--- config.mk ---
export PLATFORM = sky130hd
export DESIGN_NAME = regfile_alu_pipe_flat
export DESIGN_NICKNAME = d
export VERILOG_FILES = /design/src/rtl/regfile_alu_pkg.sv /design/src/rtl/regfile_alu_pipe_if.sv /design/src/rtl/alu_core.sv /design/src/rtl/regfile_alu_pipe.sv /design/src/flat_wrapper.sv
export SDC_FILE = /design/constraint.sdc
export NUM_CORES = 2
export LEC_CHECK = 0
export CELL_PAD_IN_SITES_DETAIL_PLACEMENT = 1
export CELL_PAD_IN_SITES_GLOBAL_PLACEMENT = 1
export CORE_ASPECT_RATIO = 1.2
export CORE_MARGIN = 2
export CORE_UTILIZATION = 52
export DETAILED_ROUTE_END_ITERATION = 8
export GPL_TIMING_DRIVEN = 0
export PLACE_DENSITY_LB_ADDON = 0.2
export SETUP_SLACK_MARGIN = 0.4
export SLEW_MARGIN = 20
export SYNTH_ARGS = -nofsm -noshare
export SYNTH_HDL_FRONTEND = slang
export SYNTH_HIERARCHICAL = 1
export SYNTH_SLANG_ARGS = --single-unit
--- constraint.sdc ---
create_clock -name clock -period 16 [get_ports clock]
set_input_delay 4.8 -clock clock [delete_from_list [all_inputs] [get_ports clock]]
set_output_delay 4.8 -clock clock [all_outputs]
set_load 0.03 [all_outputs]
--- src/rtl/regfile_alu_pkg.sv ---
`default_nettype none
// ============================================================================
// Module      : regfile_alu_pkg
// Description : Shared types for the register-bank / ALU execute unit:
//               ALU operation codes, stack operation codes, default SP step.
// Revision    : 1.0 - initial release
// ============================================================================
package regfile_alu_pkg;

   // ALU operation codes; codes 12..15 are undefined and yield a zero result
   typedef enum logic [3:0] {
      ALU_ADD   = 4'd0,
      ALU_SUB   = 4'd1,
      ALU_AND   = 4'd2,
      ALU_OR    = 4'd3,
      ALU_XOR   = 4'd4,
      ALU_NOR   = 4'd5,
      ALU_SLT   = 4'd6,
      ALU_SLTU  = 4'd7,
      ALU_SLL   = 4'd8,
      ALU_SRL   = 4'd9,
      ALU_SRA   = 4'd10,
      ALU_PASSB = 4'd11
   } alu_op_e;

   // Stack pointer adjustment requested by the issuing instruction
   typedef enum logic [1:0] {
      STK_NONE = 2'b00,
      STK_PUSH = 2'b01,
      STK_POP  = 2'b10,
      STK_RSVD = 2'b11
   } stack_op_e;

   localparam int SP_STEP_DEFAULT = 4;

endpackage
`default_nettype wire

--- src/rtl/regfile_alu_pipe_if.sv ---
`default_nettype none
// ============================================================================
// Module      : regfile_alu_pipe_if
// Description : Issue/result bundle between decode (master) and the
//               register-bank / ALU execute unit (slave).
// Revision    : 1.0 - initial release
// ============================================================================
interface regfile_alu_pipe_if
   import regfile_alu_pkg::*;
#(
   parameter int DATA_W = 32,
   parameter int NREG   = 32
);
   localparam int AW = $clog2(NREG);

   // issue side
   logic              in_valid;
   alu_op_e           alu_op;
   logic [AW-1:0]     rs;
   logic [AW-1:0]     rt;
   logic [AW-1:0]     rd;
   logic              reg_write;
   stack_op_e         stack_op;
   logic              jal;
   logic [DATA_W-1:0] link_addr;

   // result side
   logic [DATA_W-1:0] dado1;
   logic [DATA_W-1:0] dado2;
   logic              out_valid;
   logic [DATA_W-1:0] ula_res;
   logic              zero;
   logic [DATA_W-1:0] sp_out;

   modport master (
      output in_valid, alu_op, rs, rt, rd, reg_write, stack_op, jal, link_addr,
      input  dado1, dado2, out_valid, ula_res, zero, sp_out
   );

   modport slave (
      input  in_valid, alu_op, rs, rt, rd, reg_write, stack_op, jal, link_addr,
      output dado1, dado2, out_valid, ula_res, zero, sp_out
   );

endinterface
`default_nettype wire

--- src/rtl/alu_core.sv ---
`default_nettype none
// ============================================================================
// Module      : alu_core
// Description : Combinational ALU. Add/sub wrap silently; shifts use the low
//               $clog2(DATA_W) bits of Y; undefined op codes give zero.
// Revision    : 1.0 - initial release
// ============================================================================
module alu_core
   import regfile_alu_pkg::*;
#(
   parameter int DATA_W = 32
) (
   input  alu_op_e           i_op,
   input  logic [DATA_W-1:0] i_x,
   input  logic [DATA_W-1:0] i_y,
   output logic [DATA_W-1:0] o_result,
   output logic              o_zero
);
   localparam int SHW = $clog2(DATA_W);

   logic [SHW-1:0] w_shamt;

   assign w_shamt = i_y[SHW-1:0];

   // operation select
   always_comb begin
      o_result = '0;
      case (i_op)
         ALU_ADD:   o_result = i_x + i_y;
         ALU_SUB:   o_result = i_x - i_y;
         ALU_AND:   o_result = i_x & i_y;
         ALU_OR:    o_result = i_x | i_y;
         ALU_XOR:   o_result = i_x ^ i_y;
         ALU_NOR:   o_result = ~(i_x | i_y);
         ALU_SLT:   o_result = {{(DATA_W-1){1'b0}}, ($signed(i_x) < $signed(i_y))};
         ALU_SLTU:  o_result = {{(DATA_W-1){1'b0}}, (i_x < i_y)};
         ALU_SLL:   o_result = i_x << w_shamt;
         ALU_SRL:   o_result = i_x >> w_shamt;
         ALU_SRA:   o_result = $unsigned($signed(i_x) >>> w_shamt);
         ALU_PASSB: o_result = i_y;
         default:   o_result = '0;
      endcase
   end

   assign o_zero = (o_result == '0);

endmodule
`default_nettype wire

--- src/rtl/regfile_alu_pipe.sv ---
`default_nettype none
// ============================================================================
// Module      : regfile_alu_pipe
// Description : General register bank with dedicated stack pointer, one
//               registered execute stage, write-back and EX->issue bypass.
//               Operands are read combinationally in the issue cycle; the
//               result appears one cycle later and retires on the next edge.
// Revision    : 1.0 - initial release
// ============================================================================
module regfile_alu_pipe
   import regfile_alu_pkg::*;
#(
   parameter int          DATA_W   = 32,
   parameter int          NREG     = 32,
   parameter int          SP_IDX   = 29,
   parameter int          RA_IDX   = 31,
   parameter logic [31:0] SP_RESET = 32'h0000_03FC,
   parameter int          SP_STEP  = SP_STEP_DEFAULT
) (
   input  logic              clock,
   input  logic              reset,
   regfile_alu_pipe_if.slave bus
);
   localparam int                AW         = $clog2(NREG);
   localparam logic [AW-1:0]     C_SP_IDX   = AW'(SP_IDX);
   localparam logic [AW-1:0]     C_RA_IDX   = AW'(RA_IDX);
   localparam logic [DATA_W-1:0] C_SP_RESET = DATA_W'(SP_RESET);
   localparam logic [DATA_W-1:0] C_SP_STEP  = DATA_W'(SP_STEP);

   // architectural state (the SP_IDX slot of the array is unused; SP lives in sp_q)
   logic [DATA_W-1:0] regs_q [NREG];
   logic [DATA_W-1:0] regs_d [NREG];
   logic [DATA_W-1:0] sp_q, sp_d;

   // EX register: the instruction awaiting write-back
   logic              ex_valid_q, ex_valid_d;
   logic              ex_we_q,    ex_we_d;
   logic [AW-1:0]     ex_rd_q,    ex_rd_d;
   logic [DATA_W-1:0] ex_wdata_q, ex_wdata_d;
   logic [DATA_W-1:0] ula_res_q,  ula_res_d;
   logic              zero_q,     zero_d;

   logic [DATA_W-1:0] w_op_a;
   logic [DATA_W-1:0] w_op_b;
   logic [DATA_W-1:0] w_alu_res;
   logic              w_alu_zero;
   logic [AW-1:0]     w_dest;
   logic              w_wb_sp;
   logic [DATA_W-1:0] w_sp_base;

   // operand A: zero register, then SP, then in-flight EX value, then array
   always_comb begin
      if (bus.rs == '0)
         w_op_a = '0;
      else if (bus.rs == C_SP_IDX)
         w_op_a = sp_q;
      else if (ex_we_q && (ex_rd_q == bus.rs))
         w_op_a = ex_wdata_q;
      else
         w_op_a = regs_q[bus.rs];
   end

   // operand B: same priority as operand A
   always_comb begin
      if (bus.rt == '0)
         w_op_b = '0;
      else if (bus.rt == C_SP_IDX)
         w_op_b = sp_q;
      else if (ex_we_q && (ex_rd_q == bus.rt))
         w_op_b = ex_wdata_q;
      else
         w_op_b = regs_q[bus.rt];
   end

   alu_core #(
      .DATA_W (DATA_W)
   ) u_alu_core (
      .i_op     (bus.alu_op),
      .i_x      (w_op_a),
      .i_y      (w_op_b),
      .o_result (w_alu_res),
      .o_zero   (w_alu_zero)
   );

   // EX register next state; a bubble holds the visible result and writes nothing
   always_comb begin
      w_dest     = bus.jal ? C_RA_IDX : bus.rd;
      ex_valid_d = bus.in_valid;
      ex_we_d    = bus.in_valid && (bus.reg_write || bus.jal) && (w_dest != '0);
      ex_rd_d    = w_dest;
      ex_wdata_d = bus.jal ? bus.link_addr : w_alu_res;
      ula_res_d  = ula_res_q;
      zero_d     = zero_q;
      if (bus.in_valid) begin
         ula_res_d = w_alu_res;
         zero_d    = w_alu_zero;
      end
   end

   // write-back into the array; SP_IDX writes are routed to the SP register instead
   always_comb begin
      regs_d = regs_q;
      if (ex_we_q && (ex_rd_q != C_SP_IDX))
         regs_d[ex_rd_q] = ex_wdata_q;
   end

   // SP: a same-edge write-back forms the base that push/pop adjusts
   always_comb begin
      w_wb_sp   = ex_we_q && (ex_rd_q == C_SP_IDX);
      w_sp_base = w_wb_sp ? ex_wdata_q : sp_q;
      sp_d      = w_sp_base;
      if (bus.in_valid) begin
         if (bus.stack_op == STK_PUSH)
            sp_d = w_sp_base - C_SP_STEP;
         else if (bus.stack_op == STK_POP)
            sp_d = w_sp_base + C_SP_STEP;
      end
   end

   // state registers with synchronous reset; reset discards the EX instruction
   always_ff @(posedge clock) begin
      if (reset) begin
         for (int i = 0; i < NREG; i++)
            regs_q[i] <= '0;
         sp_q       <= C_SP_RESET;
         ex_valid_q <= 1'b0;
         ex_we_q    <= 1'b0;
         ex_rd_q    <= '0;
         ex_wdata_q <= '0;
         ula_res_q  <= '0;
         zero_q     <= 1'b0;
      end else begin
         regs_q     <= regs_d;
         sp_q       <= sp_d;
         ex_valid_q <= ex_valid_d;
         ex_we_q    <= ex_we_d;
         ex_rd_q    <= ex_rd_d;
         ex_wdata_q <= ex_wdata_d;
         ula_res_q  <= ula_res_d;
         zero_q     <= zero_d;
      end
   end

   assign bus.dado1     = w_op_a;
   assign bus.dado2     = w_op_b;
   assign bus.out_valid = ex_valid_q;
   assign bus.ula_res   = ula_res_q;
   assign bus.zero      = zero_q;
   assign bus.sp_out    = sp_q;

endmodule
`default_nettype wire

--- src/flat_wrapper.sv ---
// flat-port wrapper written by rule: the top's interface ports become plain ports
module regfile_alu_pipe_flat import regfile_alu_pkg::*;
#(
   parameter int          DATA_W   = 32,
   parameter int          NREG     = 32,
   parameter int          SP_IDX   = 29,
   parameter int          RA_IDX   = 31,
   parameter logic [31:0] SP_RESET = 32'h0000_03FC,
   parameter int          SP_STEP  = SP_STEP_DEFAULT
)
  (clock, reset, bus_in_valid, bus_alu_op, bus_rs, bus_rt, bus_rd, bus_reg_write, bus_stack_op, bus_jal, bus_link_addr, bus_dado1, bus_dado2, bus_out_valid, bus_ula_res, bus_zero, bus_sp_out);
  regfile_alu_pipe_if #(.DATA_W(DATA_W), .NREG(NREG)) bus_i ();
  input  logic clock;
  input  logic reset;
  input wire logic [$bits(bus_i.in_valid)-1:0] bus_in_valid;
  input wire logic [$bits(bus_i.alu_op)-1:0] bus_alu_op;
  input wire logic [$bits(bus_i.rs)-1:0] bus_rs;
  input wire logic [$bits(bus_i.rt)-1:0] bus_rt;
  input wire logic [$bits(bus_i.rd)-1:0] bus_rd;
  input wire logic [$bits(bus_i.reg_write)-1:0] bus_reg_write;
  input wire logic [$bits(bus_i.stack_op)-1:0] bus_stack_op;
  input wire logic [$bits(bus_i.jal)-1:0] bus_jal;
  input wire logic [$bits(bus_i.link_addr)-1:0] bus_link_addr;
  output wire logic [$bits(bus_i.dado1)-1:0] bus_dado1;
  output wire logic [$bits(bus_i.dado2)-1:0] bus_dado2;
  output wire logic [$bits(bus_i.out_valid)-1:0] bus_out_valid;
  output wire logic [$bits(bus_i.ula_res)-1:0] bus_ula_res;
  output wire logic [$bits(bus_i.zero)-1:0] bus_zero;
  output wire logic [$bits(bus_i.sp_out)-1:0] bus_sp_out;
  assign bus_i.in_valid = bus_in_valid;
  assign bus_i.alu_op = bus_alu_op;
  assign bus_i.rs = bus_rs;
  assign bus_i.rt = bus_rt;
  assign bus_i.rd = bus_rd;
  assign bus_i.reg_write = bus_reg_write;
  assign bus_i.stack_op = bus_stack_op;
  assign bus_i.jal = bus_jal;
  assign bus_i.link_addr = bus_link_addr;
  assign bus_dado1 = bus_i.dado1;
  assign bus_dado2 = bus_i.dado2;
  assign bus_out_valid = bus_i.out_valid;
  assign bus_ula_res = bus_i.ula_res;
  assign bus_zero = bus_i.zero;
  assign bus_sp_out = bus_i.sp_out;
  regfile_alu_pipe #(.DATA_W(DATA_W), .NREG(NREG), .SP_IDX(SP_IDX), .RA_IDX(RA_IDX), .SP_RESET(SP_RESET), .SP_STEP(SP_STEP)) u_core (.clock(clock), .reset(reset), .bus(bus_i));
endmodule
==> flow_summary.toml, run 1 <==
[yosys]
avgSynthCellArea_um2 = 8.631
yosys.area.top_type_share_pct = 32.99
synthesis.area_um2 = 68460
synth_fp_nets = 8092
synth_area_leaders = "dfxtp_1 (33%), mux4_2 (21%), nand2_1 (12%)"
ys_warn_count = 6
synth_enable_flop_cells = 0
synth_cell_type_count = 110
synth-async-reset-ratio_pct = 0
synth.largest_area_cell = "dfxtp_1"
yosys_register_bits = 1128
netlist_instances = 7932
seq_area_frac_synth_pct = 32.99
ys.flop_type = "dfxtp_1"

[place]
place_inst = 9838
dpl_worst_slack_ns = 1.094
gp_congestion = 1.105
port_buffers = 177
hpwl_um = 310100

[clock_network]
numCtsBuffers = 115
post_cts_buffers = 0
ctsResizeCount = 0
hold_buffers = 0
clock_path_buffers = 3
htreeDepth = 3
cts_root_buffer = "clkbuf_16"
clock-sinks = 1128

[status]
error_line = "[ERROR GRT-0116] Global routing finished with congestion. Check the congestion regions in the DRC Viewer."
failed_stage = "global routing"
outcome = "stopped before the end"

[grt]
grt_pass1_wl_um = 674500
grtUsageTotal_pct = 69.42
grt_pass1_vias = 88259
grt_max_degree = 19
overflow = 152

[floorplanning]
start_util_pct = 52.48
die_h_um = 401.5
num_rows = 145
ioPinCount = 188
die_x_um = 335.2
per-layer routing:
metal,overflow,track usage [%]
met3,1,46.80
met5,0,14.42
met4,73,72.82
met2,75,91.19
met1,3,68.71
stage by stage:
stage | hold WS, ns | cell area (um^2)
floorplan | 0.4429 | 68460
global placement | 0.4483 | 72350
detailed placement | 0.4607 | 73020
CTS | 0.4682 | 77040
cell usage after synthesis, types with 17 or more instances:
cell / count
a211oi_1: 45
a21o_1: 17
a21oi_1: 1127
a22oi_1: 144
a31oi_1: 22
buf_1: 50
buf_2: 96
clkbuf_1: 630
dfxtp_1: 1128
ha_1: 100
inv_1: 108
mux2_2: 21
mux2i_1: 318
mux4_2: 626
nand2_1: 2217
nand2b_1: 29
nand3_1: 68
nand4_1: 37
nor2_1: 296
nor2b_1: 60
nor3_1: 61
nor4_1: 48
o211ai_1: 28
o21ai_0: 158
o21ai_1: 17
o221ai_1: 19
o22ai_1: 31
o31ai_1: 26
or2_2: 17
or3_1: 20
xnor2_1: 24
xor2_1: 18
logic make-up after synthesis:
logic type | Yosys count | share of synthesized area [%]
compound gates | 1816 | 15.55
xor+xnor | 42 | 0.5373
fa+ha+maj | 102 | 1.886
buf+inv | 911 | 5.340
flops | 1128 | 32.99
mux | 975 | 25.78
simple gates | 2958 | 17.92
==> inputs of run 2 (changes only) <==
--- a/config.mk
+++ b/config.mk
@@ -5,15 +5,11 @@
 export SDC_FILE = /design/constraint.sdc
 export NUM_CORES = 2
 export LEC_CHECK = 0
-export CELL_PAD_IN_SITES_DETAIL_PLACEMENT = 1
-export CELL_PAD_IN_SITES_GLOBAL_PLACEMENT = 1
-export CORE_ASPECT_RATIO = 1.2
 export CORE_MARGIN = 2
-export CORE_UTILIZATION = 52
+export CORE_UTILIZATION = 40
 export DETAILED_ROUTE_END_ITERATION = 8
 export GPL_TIMING_DRIVEN = 0
-export PLACE_DENSITY_LB_ADDON = 0.2
-export SETUP_SLACK_MARGIN = 0.4
+export PLACE_DENSITY_LB_ADDON = 0.15
 export SLEW_MARGIN = 20
 export SYNTH_ARGS = -nofsm -noshare
 export SYNTH_HDL_FRONTEND = slang
==> run 2 against run 1 <==
The flow now finishes, with violations (setup timing). Synthesized cell count stayed put. Synthesized area stayed put.
==> flow_summary.toml, run 2 <==
[setup_path]
slowest_delay_ns = 1.08
cp.required_ns = 11.20
start_kind = "input pin"
reg2reg_depth = 27
r2r_start = "u_core/ex_rd_q[2]$_SDFF_PP0_"
crit_fanout = 10
critPathLaunch = "bus_rt[1]"
worstPathArrival_ns = 11.26
regToRegSetupSlack_ns = 6.52
crit_chain = "buf_2 -> clkbuf_1 -> clkbuf_1 -> clkbuf_2 -> mux4_2 -> mux2i_1 -> a22oi_1 -> nand2_1 -> o21ai_0 -> clkdlybuf4s50_1"
crit_type = "in -> out"
endpoint_kind = "output pin"
crit_top_cell = "clkbuf_1"
cp_slowest_cell = "o21ai_0"

[place]
gp_congestion = 1.145
place_area_um2 = 73930
hpwl_um = 320300
port_buffers = 177

[yosys]
synth-async-reset-ratio_pct = 0
yosys.area.top_type_share_pct = 32.99
synth_enable_flop_cells = 0
synthesis.area_um2 = 68460
synth_area_leaders = "dfxtp_1 (33%), mux4_2 (21%), nand2_1 (12%)"
avgSynthCellArea_um2 = 8.631
synth_cell_type_count = 110
synth.largest_area_cell = "dfxtp_1"
synth_fp_nets = 8092
ys.flop_type = "dfxtp_1"
seq_area_frac_synth_pct = 32.99
ys_warn_count = 6
yosys_register_bits = 1128
yosysMostFrequentCell = "nand2_1"
ys_top_cells_by_count = "nand2_1 (2217), dfxtp_1 (1128), a21oi_1 (1127), clkbuf_1 (630), mux4_2 (626)"
netlist_instances = 7932

[grt]
antenna_found_initial = 27
grt_pass1_wl_um = 552300
grt_max_degree = 17
overflow = 0
busiest_layer = "met2"
gr-usage-met2_pct = 70.15
grt_pass1_vias = 65278
gr-usage-met1_pct = 52.83
met3_usage_pct = 11.31
grtUsageTotal_pct = 46.18

[clock_network]
clock_path_buffers = 3
clock-sinks = 1128
numCtsBuffers = 137
ctsResizeCount = 0
clk_latency_ns = 0.81
cts_root_buffer = "clkbuf_16"
hold_buffers = 0
tritoncts = "yes"
post_cts_buffers = 0
path_clk_slew_ns = 0.05
htreeDepth = 4

[timing]
max_freq_ghz = 0.06227
post-route-min-period_ns = 16.06
slew-limit-headroom_pct = 10.63
setup-violations-final = 2
fin_setup_tns_ns = -0.06237
rsz0062_at_grt = "no"
period_share_pct = 100.4
fin_ws_ns = -0.06009
maxSlewViolCount = 0
skew_ns = 0.06809
hold_viol = 0
tightestPinTransition_ns = 1.303

[final_layout]
final_util_pct = 46.33
layout_common_cells = "nand2_1 (2217), dfxtp_1 (1128), a21oi_1 (1127)"
multiInputGateArea_um2 = 42420
nets = 8463
fillers = 16926
area_growth_pct = 14.82
largest_register = "u_core/regs_q"
largest_register_ffs = 1024
seq_area_um2 = 22580
final_common_cell = "nand2_1"
fin_area_um2 = 78610
drive_above_1_share_pct = 14.26

[drt]
firstDrtPassIters = 8
ant_nets = 0
drtIter0Drc = 9723
routed_wl_um = 413000
via_per_inst = 6.632
drt-wirelength-per-cell_um = 38.79
vias = 70608
remaining_drc_errors = 0

[flow_run]
drv_cap = 0

[floorplanning]
die_h_um = 417.7
start_util_pct = 40.35
ioPinCount = 188
core-area_um2 = 169700
die_x_um = 417.7
die-area_um2 = 174500
num_rows = 151

[worst_hold_path]
hold_path.class = "reg -> reg"
holdPathStages = 2
hp-start = "u_core/regs_q[187]$_SDFFE_PP0P_"

[pwr]
vdd_ir_drop_max_uv = 113.7
cellPowerDensity_nw_per_um2 = 92.99
power.leakage_nw = 26.00

[status]
violations = "setup timing"
outcome = "finished, violations left"
==> run 2: routing by layer <==
metal / routed length, um / up-vias / share of wire (%)
met4: 49360 / 6 / 12
met5: 39 / - / 0.0094
met1: 142800 / 34881 / 35
li1: - / 29155 / -
met3: 41370 / 1481 / 10
met2: 179500 / 5085 / 43
==> run 2: final timing paths <==
kind	end
setup / recovery	bus_dado2[17]
hold / removal	u_core/regs_q[187]$_SDFFE_PP0P_
setup reg to reg	u_core/bus.zero$_SDFFE_PP0P_
hold reg to reg	u_core/regs_q[187]$_SDFFE_PP0P_
==> run 2: cell type report <==
class                           instances  area share [%]
Multi-Input combinational cell       5893           53.97
Clock buffer                          201           5.152
Clock inverter                         38          0.6781
Tap cell                             2218           3.530
Inverter                              114          0.5444
Antenna cell                           26         0.08277
Sequential cell                      1128           28.73
Timing Repair Buffer                  232           3.101
Buffer                                797           4.215
==> run 2: worst max-delay path, delay by kind of cell <==
kind / cells / cell delay [ns]
buf+inv: 5 / 3.94
simple gates: 1 / 0.44
mux: 2 / 0.48
compound gates: 2 / 1.55
==> run 2: power by group <==
part / total [mW] / internal, mW / switching, mW
combinational: 1.22 / 0.307 / 0.912
clock: 3.23 / 1.88 / 1.36
sequential: 2.86 / 2.83 / 0.0265
total: 7.31 / 5.02 / 2.29
==> run 2: through the flow <==
stage	worst slack, ns	instances	hold slack (ns)	power, mW
3_3_place_gp	-1.784	10327	0.4481	4.063
2_1_floorplan	3.601	7932	0.4429	3.506
5_1_grt	0.3662	10628	0.4792	7.435
3_5_place_dp	0.3899	10381	0.4565	4.077
4_1_cts	0.3878	10620	0.4643	7.267
6_report	-0.06009	10647	0.4639	7.310
==> run 2: logic make-up after synthesis <==
family | after synthesis | share of synthesized area, %
flops | 1128 | 32.99
simple gates | 2958 | 17.92
mux | 975 | 25.78
xor+xnor | 42 | 0.5373
compound gates | 1816 | 15.55
fa+ha+maj | 102 | 1.886
buf+inv | 911 | 5.340
(Power assumes the default switching activity.)
